$ cat src/rtl/seg_scan_mux.sv
// ============================================================================
//  Module      : seg_scan_mux
//  Description : Multiplexed 7-segment hex scanner that shows one of NCH
//                watch channels, selected manually or by timed auto-rotation.
//  Revision    : 1.0  initial release
// ============================================================================
`default_nettype none

module seg_scan_mux #(
   parameter  int WIDTH      = 16,
   parameter  int NCH        = 2,
   parameter  int SCAN_DIV   = 1024,
   parameter  int ROT_FRAMES = 256,
   localparam int DIGITS     = WIDTH / 4
) (
   input  logic                 clock,
   input  logic                 reset,
   input  logic [NCH*WIDTH-1:0] vals,
   input  logic [2:0]           sel,
   input  logic                 auto_rot,
   input  logic                 hold,
   input  logic                 blank_lz,
   output logic [7:0]           seg,
   output logic [DIGITS-1:0]    seg_sel,
   output logic [2:0]           ch_idx
);

   localparam int c_presc_w = $clog2(SCAN_DIV);
   localparam int c_digit_w = (DIGITS > 1) ? $clog2(DIGITS) : 1;
   localparam int c_frame_w = $clog2(ROT_FRAMES + 1);

   localparam logic [c_presc_w-1:0] c_presc_last = c_presc_w'(SCAN_DIV - 1);
   localparam logic [c_digit_w-1:0] c_digit_last = c_digit_w'(DIGITS - 1);
   localparam logic [c_frame_w-1:0] c_frame_last = c_frame_w'(ROT_FRAMES - 1);
   localparam logic [2:0]           c_ch_last    = 3'(NCH - 1);
   localparam logic [3:0]           c_nch        = 4'(NCH);

   logic [c_presc_w-1:0] r_presc;
   logic [c_digit_w-1:0] r_digit;
   logic [c_frame_w-1:0] r_frame;
   logic [2:0]           r_chan;
   logic [WIDTH-1:0]     r_snap;
   logic [2:0]           r_ch_idx;
   logic [7:0]           r_seg;
   logic [DIGITS-1:0]    r_seg_sel;

   logic                 w_tick;
   logic                 w_frame_end;
   logic                 w_load;
   logic [c_digit_w-1:0] w_digit_nxt;
   logic [2:0]           w_sel_clamp;
   logic [2:0]           w_active;
   logic [WIDTH-1:0]     w_chan_val;
   logic [WIDTH-1:0]     w_snap_nxt;
   logic [2:0]           w_ch_idx_nxt;
   logic [DIGITS-1:0]    w_zero_above;
   logic [3:0]           w_nib;
   logic                 w_zero_sel;
   logic                 w_blank;
   logic [DIGITS-1:0]    w_seg_sel_nxt;
   logic [7:0]           w_seg_nxt;

   // Active-low a..g pattern for one hex nibble.
   function automatic logic [6:0] hex7(input logic [3:0] nib);
      logic [6:0] p;
      case (nib)
         4'h0:    p = 7'h40;
         4'h1:    p = 7'h79;
         4'h2:    p = 7'h24;
         4'h3:    p = 7'h30;
         4'h4:    p = 7'h19;
         4'h5:    p = 7'h12;
         4'h6:    p = 7'h02;
         4'h7:    p = 7'h78;
         4'h8:    p = 7'h00;
         4'h9:    p = 7'h10;
         4'hA:    p = 7'h08;
         4'hB:    p = 7'h03;
         4'hC:    p = 7'h46;
         4'hD:    p = 7'h21;
         4'hE:    p = 7'h06;
         default: p = 7'h0E;
      endcase
      return p;
   endfunction

   assign w_tick      = (r_presc == c_presc_last);
   assign w_frame_end = w_tick && (r_digit == c_digit_last);
   assign w_load      = w_frame_end && !hold;
   assign w_digit_nxt = (r_digit == c_digit_last) ? '0 : r_digit + c_digit_w'(1);

   assign w_sel_clamp = ({1'b0, sel} >= c_nch) ? c_ch_last : sel;
   assign w_active    = auto_rot ? r_chan : w_sel_clamp;

   always_comb begin
      w_chan_val = '0;
      for (int k = 0; k < NCH; k++) begin
         if (w_active == 3'(k)) begin
            w_chan_val = vals[k*WIDTH +: WIDTH];
         end
      end
   end

   assign w_snap_nxt   = w_load ? w_chan_val : r_snap;
   assign w_ch_idx_nxt = w_load ? w_active   : r_ch_idx;

   // Decode looks at the snapshot as it will be after this edge, so a new
   // frame's digit 0 already shows the freshly loaded value.
   always_comb begin
      w_zero_above             = '0;
      w_nib                    = 4'h0;
      w_zero_sel               = 1'b0;
      w_seg_sel_nxt            = '1;
      w_zero_above[DIGITS-1]   = (w_snap_nxt[4*(DIGITS-1) +: 4] == 4'h0);
      for (int k = DIGITS - 2; k >= 0; k--) begin
         w_zero_above[k] = w_zero_above[k+1] && (w_snap_nxt[4*k +: 4] == 4'h0);
      end
      for (int k = 0; k < DIGITS; k++) begin
         if (w_digit_nxt == c_digit_w'(k)) begin
            w_nib            = w_snap_nxt[4*k +: 4];
            w_zero_sel       = w_zero_above[k];
            w_seg_sel_nxt[k] = 1'b0;
         end
      end
   end

   assign w_blank   = blank_lz && (w_digit_nxt != '0) && w_zero_sel;
   assign w_seg_nxt = {~(hold && (w_digit_nxt == '0)), w_blank ? 7'h7F : hex7(w_nib)};

   always_ff @(posedge clock or posedge reset) begin
      if (reset) begin
         r_presc   <= '0;
         r_digit   <= c_digit_last;
         r_frame   <= '0;
         r_chan    <= '0;
         r_snap    <= '0;
         r_ch_idx  <= '0;
         r_seg     <= 8'hFF;
         r_seg_sel <= '1;
      end else begin
         r_presc <= w_tick ? '0 : r_presc + c_presc_w'(1);

         // Manual mode keeps the rotation pointer on the selected channel so
         // enabling auto mode starts from it with a fresh frame count.
         if (!auto_rot) begin
            r_chan  <= w_sel_clamp;
            r_frame <= '0;
         end else if (w_load) begin
            if (r_frame == c_frame_last) begin
               r_frame <= '0;
               r_chan  <= (r_chan == c_ch_last) ? 3'd0 : r_chan + 3'd1;
            end else begin
               r_frame <= r_frame + c_frame_w'(1);
            end
         end

         if (w_tick) begin
            r_digit   <= w_digit_nxt;
            r_snap    <= w_snap_nxt;
            r_ch_idx  <= w_ch_idx_nxt;
            r_seg     <= w_seg_nxt;
            r_seg_sel <= w_seg_sel_nxt;
         end
      end
   end

   assign seg     = r_seg;
   assign seg_sel = r_seg_sel;
   assign ch_idx  = r_ch_idx;

endmodule

`default_nettype wire

$ cat config.mk
export PLATFORM = sky130hd
export DESIGN_NAME = seg_scan_mux
export DESIGN_NICKNAME = d
export VERILOG_FILES = /design/src/rtl/seg_scan_mux.sv
export SDC_FILE = /design/constraint.sdc
export NUM_CORES = 1
export LEC_CHECK = 0
export BUFFER_PORTS_ARGS = -buffer_cell sky130_fd_sc_hd__buf_2
export CORE_MARGIN = 2
export CORE_UTILIZATION = 47
export CTS_CLUSTER_DIAMETER = 100
export DETAILED_ROUTE_END_ITERATION = 6
export PLACE_DENSITY_LB_ADDON = 0.1
export SYNTH_ARGS = -nofsm -noshare
export SYNTH_HDL_FRONTEND = slang
export SYNTH_SLANG_ARGS = --single-unit
$ cat constraint.sdc
create_clock -name clock -period 3.6 [get_ports clock]
set_input_delay 0.54 -clock clock [delete_from_list [all_inputs] [get_ports clock]]
set_output_delay 0.54 -clock clock [all_outputs]
set_load 0.02 [all_outputs]
======== Yosys cells after proc, flatten, opt, wreduce, memory -nomap -nowiden ========
Memories as Yosys holds them, arrays and structs flattened.
Index checks and enable logic that the tools add are counted.
word-level totals
  bits in registers ....................... 55
  bits in read-only memories .............. 112
  input port bits ......................... 40
  output and inout bits ................... 15
  memories ................................ 1
memory list
  memory           depth  bits a word  read ports  clocked after Yosys merged registers in  write ports  line  text
  (no name shown)  16     7            1           0                                        0            66    case (nib)
cells by class
  $add $sub $neg .......................... 4
  magnitude comparators ................... 1
  equality and inequality tests ........... 10
  muxes and demuxes ....................... 27
  bitwise logic cells ..................... 1
  reductions and logical operators ........ 18
operator list
  cell                                                                                  count
  16-bit two-way mux                                                                    3
  9-bit two-way mux                                                                     3
  3-bit two-way mux                                                                     6
  4-bit logical NOT                                                                     4
  4-bit two-way mux                                                                     4
  10-bit by 1-bit adder with 10-bit output (second input constant)                      1
  10-bit == test (second input constant)                                                1
  10-bit two-way mux                                                                    1
  9-bit by 1-bit adder with 9-bit output (second input constant)                        1
  9-bit by 8-bit == test with 1-bit output (second input constant)                      1
  1-bit logical AND                                                                     8
  1-bit two-way mux                                                                     8
  7-bit two-way mux                                                                     1
  2-bit == test (second input constant)                                                 3
  3-bit by 1-bit == test with 1-bit output (second input constant)                      2
  2-bit by 1-bit inequality test with 1-bit output (second input constant)              2
  2-bit AND reduction                                                                   2
  3-bit by 1-bit adder with 3-bit output (second input constant)                        1
  3-bit by 2-bit greater-or-equal comparator with 1-bit output (second input constant)  1
  3-bit logical NOT                                                                     1
  2-bit by 1-bit adder with 2-bit output (second input constant)                        1
  2-bit by 1-bit == test with 1-bit output (second input constant)                      1
  2-bit logical NOT                                                                     1
  2-bit two-way mux                                                                     1
  other kinds (3)                                                                       3

======== Longest topological paths before layout ========
Gate-level depths: netlist of run 1.
  depth in word-level cells ............... 17
  mapped depth ............................ 15
  gate-level depth less buffers ........... 13

======== Worst setup path before layout of run 1 ========
Ideal clock, no wire load.
  path type ............................... reg2reg
  start ................................... register r_digit[0]
  end ..................................... register r_seg[6] (netlist: seg[6])
  library setup time ...................... 0.083 ns
  data arrival time ....................... 3.045 ns
  required time ........................... 3.517 ns
  slack ................................... 0.472 ns
  cell stages (with the launch flop) ...... 15
  cell sequence ........................... dfstp_2 -> ha_1 -> buf_2 -> nand3b_1 -> nor3_4 -> nand2b_1 -> buf_2 -> clkbuf_1 -> a2bb2oi_1 -> a221oi_2 -> inv_1 -> ha_1 -> mux2_1 -> a221oi_1 -> nor2_1
between the ends
  cells in the longest elaborated chain, start to end .. 14
RTL lines
  item                                                                        line  text
  start: declaration                                                          39    logic [c_digit_w-1:0] r_digit;
  start signal: assignment                                                    133   r_digit <= c_digit_last;
  start signal: assignment                                                    158   r_digit <= w_digit_nxt;
  parallel branches: the longest is 13 deep, another holds memory 16 x 7 bit  -
  7-bit two-way mux (*)                                                       128   assign w_seg_nxt = {~(hold && (w_digit_nxt == '0)), w_blank ? 7'h7F : hex7(w_nib)};
  end signal: assignment                                                      161   r_seg <= w_seg_nxt;
  end: declaration                                                            44    logic [7:0] r_seg;
Mark *: on every way between the ends.
A chain may end at the register's enable or synchronous reset.

======== Worst setup path after layout of run 1 ========
  start ................................... register r_presc[0]
  end ..................................... register r_seg[6] (netlist: seg[6])
between the ends
  cells in the longest elaborated chain, start to end .. 14
RTL lines
  item                                                                        line  text
  start: declaration                                                          38    logic [c_presc_w-1:0] r_presc;
  start signal: assignment                                                    141   r_presc <= w_tick ? '0 : r_presc + c_presc_w'(1);
  10-bit == test (*)                                                          87    assign w_tick = (r_presc == c_presc_last);
  parallel branches: the longest is 13 deep, another holds memory 16 x 7 bit  -
Marked as above.

==> results of run 1 <==
[sequential cells by signal (all words and copies together), names as in the netlist]
| name | flops |
|---|---|
| r_snap | 16 |
| r_frame | 9 |
| ch_idx | 3 |
| r_chan | 3 |
| r_digit | 2 |
| seg | 8 |
| seg_sel | 4 |
| r_presc | 10 |
[cell families after synthesis]
logic type / share of synthesized area (%)
simple gates: 19.8
compound gates: 16.7
flops: 44.1
buf+inv: 4.23
fa+ha+maj: 4.35
xor+xnor: 3.32
mux: 7.48
[through the flow]
step | hold slack [ns] | utilization, %
after floorplan | 0.439 | -
after global placement | 0.448 | 54.7
after detailed placement | 0.457 | 54.7
after CTS | 0.349 | 56.1
after global routing | 0.399 | 56.1
final | 0.321 | 56.1
[cells in the mapped netlist (all sizes together), types with 2 or more instances]
| cell type | n | area, um^2 |
|---|---|---|
| ha | 11 | 138 |
| dfrtp | 41 | 1030 |
| nor3 | 3 | 26.3 |
| o211a | 2 | 20.0 |
| o211ai | 4 | 30.0 |
| xnor2 | 5 | 43.8 |
| nor2 | 23 | 86.3 |
| mux2 | 3 | 33.8 |
| buf | 8 | 58.8 |
| a31oi | 2 | 12.5 |
| a211oi | 2 | 15.0 |
| nand3 | 12 | 60.1 |
| o221ai | 2 | 17.5 |
| nor2b | 5 | 31.3 |
| o41ai | 2 | 36.3 |
| nand3b | 2 | 15.0 |
| nor4 | 2 | 18.8 |
| a21oi | 10 | 50.1 |
| o31ai | 4 | 30.0 |
| nand2b | 3 | 18.8 |
| nand4 | 5 | 52.6 |
| clkbuf | 7 | 26.3 |
| and2 | 5 | 31.3 |
| a221oi | 3 | 32.5 |
| a2bb2oi | 4 | 35.0 |
| or4 | 2 | 18.8 |
| mux2i | 18 | 180 |
| inv | 13 | 48.8 |
| nand2 | 47 | 195 |
| dfstp | 14 | 368 |
| xor2 | 7 | 61.3 |
| and3 | 5 | 31.3 |
| or3 | 2 | 17.5 |
| o21ai | 28 | 148 |
[per-layer routing]
layer / global-route usage (%) / share of wire, % / up-vias / wire [um]
met2: 31.3 / 46 / 43 / 3130
met5: 0 / 0 / - / 0
met4: 4.76 / 0.90 / 0 / 62
met3: 3.08 / 4.1 / 5 / 280
met1: 28.5 / 49 / 1243 / 3390
li1: - / - / 1253 / -
[power groups by stage]
stage	clock, mW	combinational [mW]	sequential [mW]
after global placement	0	0.0984	0.649
after detailed placement	0	0.0991	0.649
after floorplan	0	0.0642	0.647
after CTS	0.374	0.0993	0.637
after global routing	0.392	0.110	0.638
final	0.367	0.0974	0.638
[how the worst max path moves through the flow]
stage / from / endpoint / slack (ns) / cells after the start
after global placement: auto_rot / seg[6]$_DFFE_PP1N_ / 0.36 / 12
after floorplan: r_digit[0]$_DFFE_PP1N_ / seg[6]$_DFFE_PP1N_ / 0.47 / 14
final: r_presc[0]$_DFF_PP0_ / seg[6]$_DFFE_PP1N_ / 0.40 / 11
after detailed placement: auto_rot / seg[6]$_DFFE_PP1N_ / 0.30 / 11
after CTS: r_digit[0]$_DFFE_PP1N_ / seg[6]$_DFFE_PP1N_ / 0.39 / 11
after global routing: r_presc[0]$_DFF_PP0_ / seg[6]$_DFFE_PP1N_ / 0.06 / 11
[cell type report]
| class | count | area share, % |
|---|---|---|
| Multi-Input combinational cell | 238 | 45.3 |
| Timing Repair Buffer | 63 | 9.37 |
| Clock buffer | 7 | 2.39 |
| Clock inverter | 1 | 0.243 |
| Inverter | 13 | 1.35 |
| Tap cell | 77 | 2.67 |
| Sequential cell | 55 | 38.7 |
[critical path, stage by stage (launching register included)]
cell       delay (ns)
dfrtp_1          0.40
ha_1             0.24
nand4_2          0.22
nor3_4           0.22
nand2b_1         0.30
a2bb2oi_1        0.27
a221oi_2         0.48
inv_1            0.16
ha_1             0.24
mux2_1           0.29
a221oi_1         0.25
nor2_1           0.07
==> impl_metrics.csv, run 1 <==
group,metric,value,unit
critical_path,worst_r2r_endpoint,"seg[6]$_DFFE_PP1N_",
synth,synth_area,0.00316,mm^2
power,seq_power_share,57.9,%
timing,setup_ws,0.397,ns
timing,hold_viol,0,
floorplanning,die_y,86.0,um
detailed_routing,wl,6870,um
power,p_int,831,uW
run,cap_violations,0,
power,comb_power_share,8.8,%
detailed_routing,via_per_inst,5.60,
critical_path,r2r_start,"r_presc[0]$_DFF_PP0_",
power,p_clk_share,33.3,%
final_layout,final_cell_count_no_fill,454,
synth,synth_nets,372,
clock_network,cts_tree,"built",
global_routing,gr-total-overflow,0,
global_routing,grt_max_degree,35,
clock_network,cts_htree_levels,2,
clock_network,cts_buffers,5,
place,post-place-cells,446,
synth,netlist_instances,321,
synth,ys_seq_elements,55,
critical_path,critPathKind,"reg -> reg",
clock_network,clkTransAtPathRegs,0.10,ns
clock_network,clk_latency,0.32,ns
clock_network,ctsResizeCount,0,
critical_path,arrival,3.45,ns
place,dp_hpwl,5090,um
floorplanning,die_w,86.0,um
detailed_routing,drtIter0Drc,121,
power,p_per_area,306,mW/mm^2
timing,drv_slew,0,
final_layout,layout_commonest_cell,"buf_2",
timing,rsz0062_at_grt,"false",
outcome,run_status,"complete, no violations",
floorplanning,fp.dieArea,0.00740,mm^2
clock_network,cts_setup_buffers,0,
floorplanning,start_util,49.2,%
floorplanning,io_pins,55,
floorplanning,core-area,0.00642,mm^2
synth,synth_ff_type,"dfrtp_1",
critical_path,critPathRequiredTime,3.85,ns
detailed_routing,first_pass_iters,4,
detailed_routing,drc,0,
timing,max_clock_freq,0.312,GHz
final_layout,num-nets-final,427,
global_routing,first_global_vias,2482,
power,vdd_drop_max,0.160,mV
critical_path,critPathMaxFanout,10,
power,p_switching,271,uW
timing,fin_tns_setup,0,ns
global_routing,grt_pass1_wl,11700,um
clock_network,clock_sinks,55,
global_routing,grtUsageTotal,19.8,%
detailed_routing,num_vias,2544,
clock_network,root_buffer,"clkbuf_8",
timing,worst_pin_slew,0.702,ns
floorplanning,rows,29,
global_routing,antenna_found_initial,0,
final_layout,nFillCells,591,
clock_network,clockBufferDepth,2,
timing,fin_skew,0.0133,ns
synth,synth_edf_count,0,
synth,yosysSeqAreaShare,44.1,%
power,p_leak,1.69,nW
synth,avgSynthCellArea,9.85,um^2
final_layout,multiInputGateArea,0.00163,mm^2
final_layout,regArea,0.00139,mm^2
timing,post-route-period-util,89.0,%
detailed_routing,wire_per_inst,15.1,um
critical_path,cp-end-kind,"register",
timing,fin_crit,3.20,ns
place,place.gp.congestion,0.829,
worst_hold_path,hp-class,"in -> async",
critical_path,r2r_slack,0.40,ns
power,power,1.10,mW
synth,synth-async-reset-ratio,100,%
clock_network,cts_hold_buf,0,
place,place_ws,0.301,ns
power,swShare,24.6,%
place,place_area,0.00351,mm^2
place,io_buffers,54,
detailed_routing,ant_nets,0,
timing,setup_viol,0,
final_layout,area_growth,14.0,%
final_layout,final_cell_mix,"buf_2, nand2_1, dfrtp_1",
synth,synth.distinct_cells,66,
synth,yosysWarnings,0,
final_layout,antenna_cells,0,
timing,relSlewSlack,53.1,%
critical_path,critPathLaunchType,"register",
final_layout,drive_gt1_share,27.1,%
final_layout,fin_area,0.00361,mm^2
critical_path,reg2reg_depth,11,
Power figures use the tool's default switching activity.
==> run 2, diff against run 1 <==
CORE_UTILIZATION = 56   (was 47)
PLACE_DENSITY_LB_ADDON = 0.08   (was 0.1)
==> impl_metrics.csv, run 2 (synthesis results as in run 1) <==
group,metric,value,unit
final_layout,num-nets-final,426,
clock_network,cts_htree_levels,2,
floorplanning,die_y,79.1,um
detailed_routing,via_per_inst,5.69,
clock_network,clk_latency,0.30,ns
timing,fin_tns_setup,0,ns
clock_network,ctsResizeCount,0,
outcome,run_status,"complete, no violations",
place,io_buffers,54,
power,p_per_area,304,mW/mm^2
timing,max_clock_freq,0.317,GHz
detailed_routing,num_vias,2547,
timing,fin_skew,0.00832,ns
critical_path,critPathLaunchType,"register",
worst_hold_path,hp-class,"in -> async",
timing,relSlewSlack,54.6,%
global_routing,first_global_vias,2386,
run,cap_violations,0,
clock_network,clock_sinks,55,
global_routing,grtUsageTotal,22.9,%
clock_network,clkTransAtPathRegs,0.10,ns
detailed_routing,first_pass_iters,5,
power,p_leak,1.69,nW
global_routing,gr-total-overflow,0,
timing,drv_slew,0,
final_layout,top_regs,"r_snap: 16 flops, r_presc: 10 flops, r_frame: 9 flops",
floorplanning,io_pins,55,
clock_network,cts_tree,"built",
final_layout,final_cell_mix,"buf_2, nand2_1, dfrtp_1",
critical_path,cp.buffers_inverters,1,
final_layout,top_register,"r_snap",
critical_path,crit_family,"compound AO/OA/AOI/OAI gates",
detailed_routing,routed.top_layer,"met4",
timing,post-route-period-util,87.5,%
critical_path,crit_slowest_cell,"dfstp_2",
detailed_routing,drc,0,
detailed_routing,dr_wl_met3,375,um
final_layout,largest_reg_flops,16,
place,dp_hpwl,5010,um
critical_path,critPathKind,"reg -> reg",
critical_path,critPathMaxStageDelay,0.57,ns
place,place.gp.congestion,0.934,
critical_path,arrival,3.39,ns
timing,hold_viol,0,
clock_network,cts_setup_buffers,0,
critical_path,r2r_start,"r_digit[0]$_DFFE_PP1N_",
global_routing,grt_max_degree,34,
clock_network,root_buffer,"clkbuf_8",
floorplanning,start_util,57.8,%
floorplanning,fp.dieArea,0.00626,mm^2
critical_path,crit_path_frequent_cell,"ha_1",
timing,whs,0.326,ns
critical_path,cp-end-kind,"register",
critical_path,path_cells,"ha_1 > nand3b_1 > nor3_4 > nand2b_1 > a2bb2oi_1 > a221oi_2 > inv_1 > ha_1 > mux2_1 > a221oi_1 > nor2_1",
detailed_routing,wl,6780,um
timing,worst_pin_slew,0.680,ns
timing,setup_viol,0,
final_layout,antenna_cells,0,
final_layout,drive_gt1_share,26.9,%
final_layout,nFillCells,459,
global_routing,antenna_found_initial,0,
global_routing,grt_pass1_wl,11200,um
detailed_routing,dr_wl_met2,3040,um
final_layout,area_growth,13.6,%
floorplanning,core-area,0.00547,mm^2
critical_path,critPathMaxFanout,10,
final_layout,layout_commonest_cell,"buf_2",
timing,rsz0062_at_grt,"false",
clock_network,clockBufferDepth,2,
critical_path,critPathRequiredTime,3.83,ns
critical_path,crit_start,"r_digit[0]$_DFFE_PP1N_",
clock_network,cts_hold_buf,0,
clock_network,cts_buffers,5,
detailed_routing,wire_per_inst,15.1,um
floorplanning,rows,27,
power,vdd_drop_max,0.223,mV
detailed_routing,drtIter0Drc,147,
floorplanning,die_w,79.1,um
detailed_routing,ant_nets,0,
detailed_routing,wl_met1,3290,um
timing,fin_crit,3.15,ns
==> run 2: changes by cell type in the layout (fill, tap and decap cells not counted), sizes merged <==
cell,before,now
inv,14,13
clkinv,0,1
buf,63,62
==> run 2: worst reg2reg max path, cell delays in order (launching register included) <==
cell and delay, ns:
dfstp_2 0.57, ha_1 0.17, nand3b_1 0.16, nor3_4 0.17, nand2b_1 0.26, a2bb2oi_1 0.26
a221oi_2 0.48, inv_1 0.16, ha_1 0.24, mux2_1 0.29, a221oi_1 0.26, nor2_1 0.07
==> run 2: area by class of cell <==
class / instances / area (um^2) / share of cell area, %
multi-input cells: 238 / 1630 / 45.5
flip-flops and latches: 55 / 1390 / 38.8
repair buffers: 62 / 330 / 9.20
well taps: 72 / 90.1 / 2.51
clock buffers: 7 / 86.3 / 2.40
inverters: 13 / 48.8 / 1.36
clock inverters: 1 / 8.76 / 0.244
==> run 2: layer usage <==
layer	GRT usage (%)	vias up
met2	34.8	89
met3	3.30	8
met5	0	-
met1	34.1	1199
met4	6.72	0
li1	-	1251
==> run 2: worst paths after layout <==
check                      cells after the start  slack (ns)                     end
max                                           11        0.45      seg[6]$_DFFE_PP1N_
min                                            2        0.33    r_presc[8]$_DFF_PP0_
max reg2reg                                   11        0.45      seg[6]$_DFFE_PP1N_
min reg2reg                                    2        0.47   ch_idx[2]$_DFFE_PP0P_
max in group asynchronous                      3        2.48  r_frame[4]$_DFFE_PP0P_
min in group clock                             2        0.40      seg[7]$_DFFE_PP1N_
==> run 2: per-stage QoR <==
| stage | util [%] | instance area, um^2 | total power [mW] | instances | setup slack, ns |
|---|---|---|---|---|---|
| detailed placement | 63.9 | 3500 | 0.748 | 440 | 0.300 |
| global placement | 63.9 | 3500 | 0.747 | 440 | 0.368 |
| floorplan | - | 3160 | 0.711 | 321 | 0.472 |
| finish | 65.6 | 3590 | 1.09 | 448 | 0.449 |
| CTS | 65.6 | 3590 | 1.10 | 448 | 0.447 |
| global route | 65.6 | 3590 | 1.14 | 448 | 0.206 |
==> run 2: power breakdown <==
group	switching (mW)	internal [mW]	total, mW
Combinational	0.0537	0.0446	0.0983
Sequential	0.0117	0.627	0.639
Clock	0.196	0.158	0.354
Total	0.261	0.830	1.09
==> run 3, diff against run 2 <==
BUFFER_PORTS_ARGS = -buffer_cell sky130_fd_sc_hd__clkbuf_2   (was -buffer_cell sky130_fd_sc_hd__buf_2)
==> impl_metrics.csv, run 3 (synthesis results as in run 1) <==
group,metric,value,unit
place,place_ws,0.299,ns
clock_network,root_buffer,"clkbuf_8",
floorplanning,rows,27,
power,power,1.09,mW
critical_path,cp-end-kind,"register",
place,place.gp.congestion,0.952,
timing,post-route-period-util,88.9,%
detailed_routing,ant_nets,0,
critical_path,critPathKind,"reg -> reg",
clock_network,cts_htree_levels,2,
final_layout,area_growth,13.5,%
final_layout,top_regs,"r_snap: 16 flops, r_presc: 10 flops, r_frame: 9 flops",
critical_path,arrival,3.44,ns
clock_network,cts_setup_buffers,0,
floorplanning,start_util,57.8,%
final_layout,final_cell_mix,"clkbuf_2, nand2_1, dfrtp_1",
detailed_routing,num_vias,2583,
detailed_routing,drc,0,
clock_network,cts_tree,"built",
power,p_leak,1.70,nW
global_routing,first_global_vias,2536,
final_layout,antenna_cells,0,
timing,setup_viol,0,
floorplanning,io_pins,55,
power,vdd_drop_max,0.203,mV
clock_network,ctsResizeCount,0,
final_layout,drive_gt1_share,27.1,%
detailed_routing,wl_met1,3220,um
detailed_routing,drtIter0Drc,238,
global_routing,grtUsageTotal,23.6,%
detailed_routing,dr_wl_met2,3190,um
critical_path,critPathRequiredTime,3.84,ns
place,place_area,0.00350,mm^2
final_layout,final_util,65.6,%
critical_path,critPathMaxFanout,10,
critical_path,critPathMaxStageDelay,0.57,ns
timing,fin_skew,0.0134,ns
floorplanning,die_w,79.1,um
clock_network,cts_buffers,5,
clock_network,clock_sinks,55,
global_routing,gr-total-overflow,0,
final_layout,largest_reg_flops,16,
critical_path,crit_slowest_cell,"dfstp_2",
detailed_routing,dr_wl_met3,460,um
critical_path,cp.buffers_inverters,1,
place,dp_hpwl,5150,um
global_routing,grt_pass1_wl,11800,um
place,post-place-cells,440,
detailed_routing,first_pass_iters,6,
critical_path,path_cells,"ha_1 > nand3b_1 > nor3_4 > nand2b_1 > a2bb2oi_1 > a221oi_2 > inv_1 > ha_1 > mux2_1 > a221oi_1 > nor2_1",
place,io_buffers,54,
timing,relSlewSlack,40.6,%
timing,drv_slew,0,
detailed_routing,wl,7020,um
floorplanning,die_y,79.1,um
final_layout,num-nets-final,426,
detailed_routing,via_per_inst,5.77,
clock_network,cts_hold_buf,0,
timing,worst_pin_slew,0.890,ns
clock_network,clkTransAtPathRegs,0.11,ns
final_layout,fin_area,0.00359,mm^2
run,cap_violations,0,
clock_network,clockBufferDepth,2,
outcome,run_status,"complete, no violations",
timing,setup_ws,0.399,ns
timing,fin_tns_setup,0,ns
timing,max_clock_freq,0.312,GHz
global_routing,grt_max_degree,43,
final_layout,layout_commonest_cell,"clkbuf_2",
global_routing,antenna_found_initial,0,
detailed_routing,routed.top_layer,"met4",
final_layout,final_cell_count_no_fill,448,
floorplanning,fp.dieArea,0.00626,mm^2
detailed_routing,wire_per_inst,15.7,um
critical_path,critPathLaunchType,"register",
critical_path,crit_family,"compound AO/OA/AOI/OAI gates",
worst_hold_path,hp-class,"in -> async",
timing,rsz0062_at_grt,"false",
timing,whs,0.385,ns
clock_network,clk_latency,0.32,ns
power,p_per_area,304,mW/mm^2
timing,hold_viol,0,
final_layout,nFillCells,466,
critical_path,crit_path_frequent_cell,"ha_1",
final_layout,top_register,"r_snap",
floorplanning,core-area,0.00547,mm^2
timing,fin_crit,3.20,ns
[run 3: cell types whose count changed in the layout (fill, tap and decap cells not counted)]
cell / before / now
buf_2: 54 / 0
clkbuf_2: 0 / 54
clkbuf_1: 1 / 0
clkbuf_8: 6 / 5
clkinv_2: 0 / 1
inv_6: 0 / 1
[run 3: report_power, final]
part	switching, mW	internal, mW	total, mW
Clock	0.214	0.140	0.354
Sequential	0.0120	0.627	0.639
Combinational	0.0536	0.0447	0.0984
Total	0.280	0.812	1.09
[run 3: area by class of cell]
| type | instances | area, um^2 | area share [%] |
|---|---|---|---|
| multi-input cells | 238 | 1630 | 45.5 |
| flip-flops and latches | 55 | 1390 | 38.8 |
| repair buffers | 62 | 330 | 9.21 |
| well taps | 72 | 90.1 | 2.51 |
| inverters | 13 | 48.8 | 1.36 |
| clock inverters | 3 | 22.5 | 0.628 |
| clock buffers | 5 | 68.8 | 1.92 |
[run 3: routing by layer]
metal	vias to the layer above	track usage (%)
li1	1253	-
met1	1211	33.0
met2	104	37.0
met3	15	4.43
met4	0	8.10
met5	-	0
[run 3: worst paths after layout]
check	startpoint	slack, ns	endpoint	cells past startpoint
min	reset	0.38	r_presc[2]$_DFF_PP0_	2
min in group clock	hold	0.39	seg[7]$_DFFE_PP1N_	2
max	r_digit[0]$_DFFE_PP1N_	0.40	seg[6]$_DFFE_PP1N_	11
min reg2reg	ch_idx[2]$_DFFE_PP0P_	0.47	ch_idx[2]$_DFFE_PP0P_	2
max in group asynchronous	reset	2.41	seg[4]$_DFFE_PP1N_	3
max reg2reg	r_digit[0]$_DFFE_PP1N_	0.40	seg[6]$_DFFE_PP1N_	11
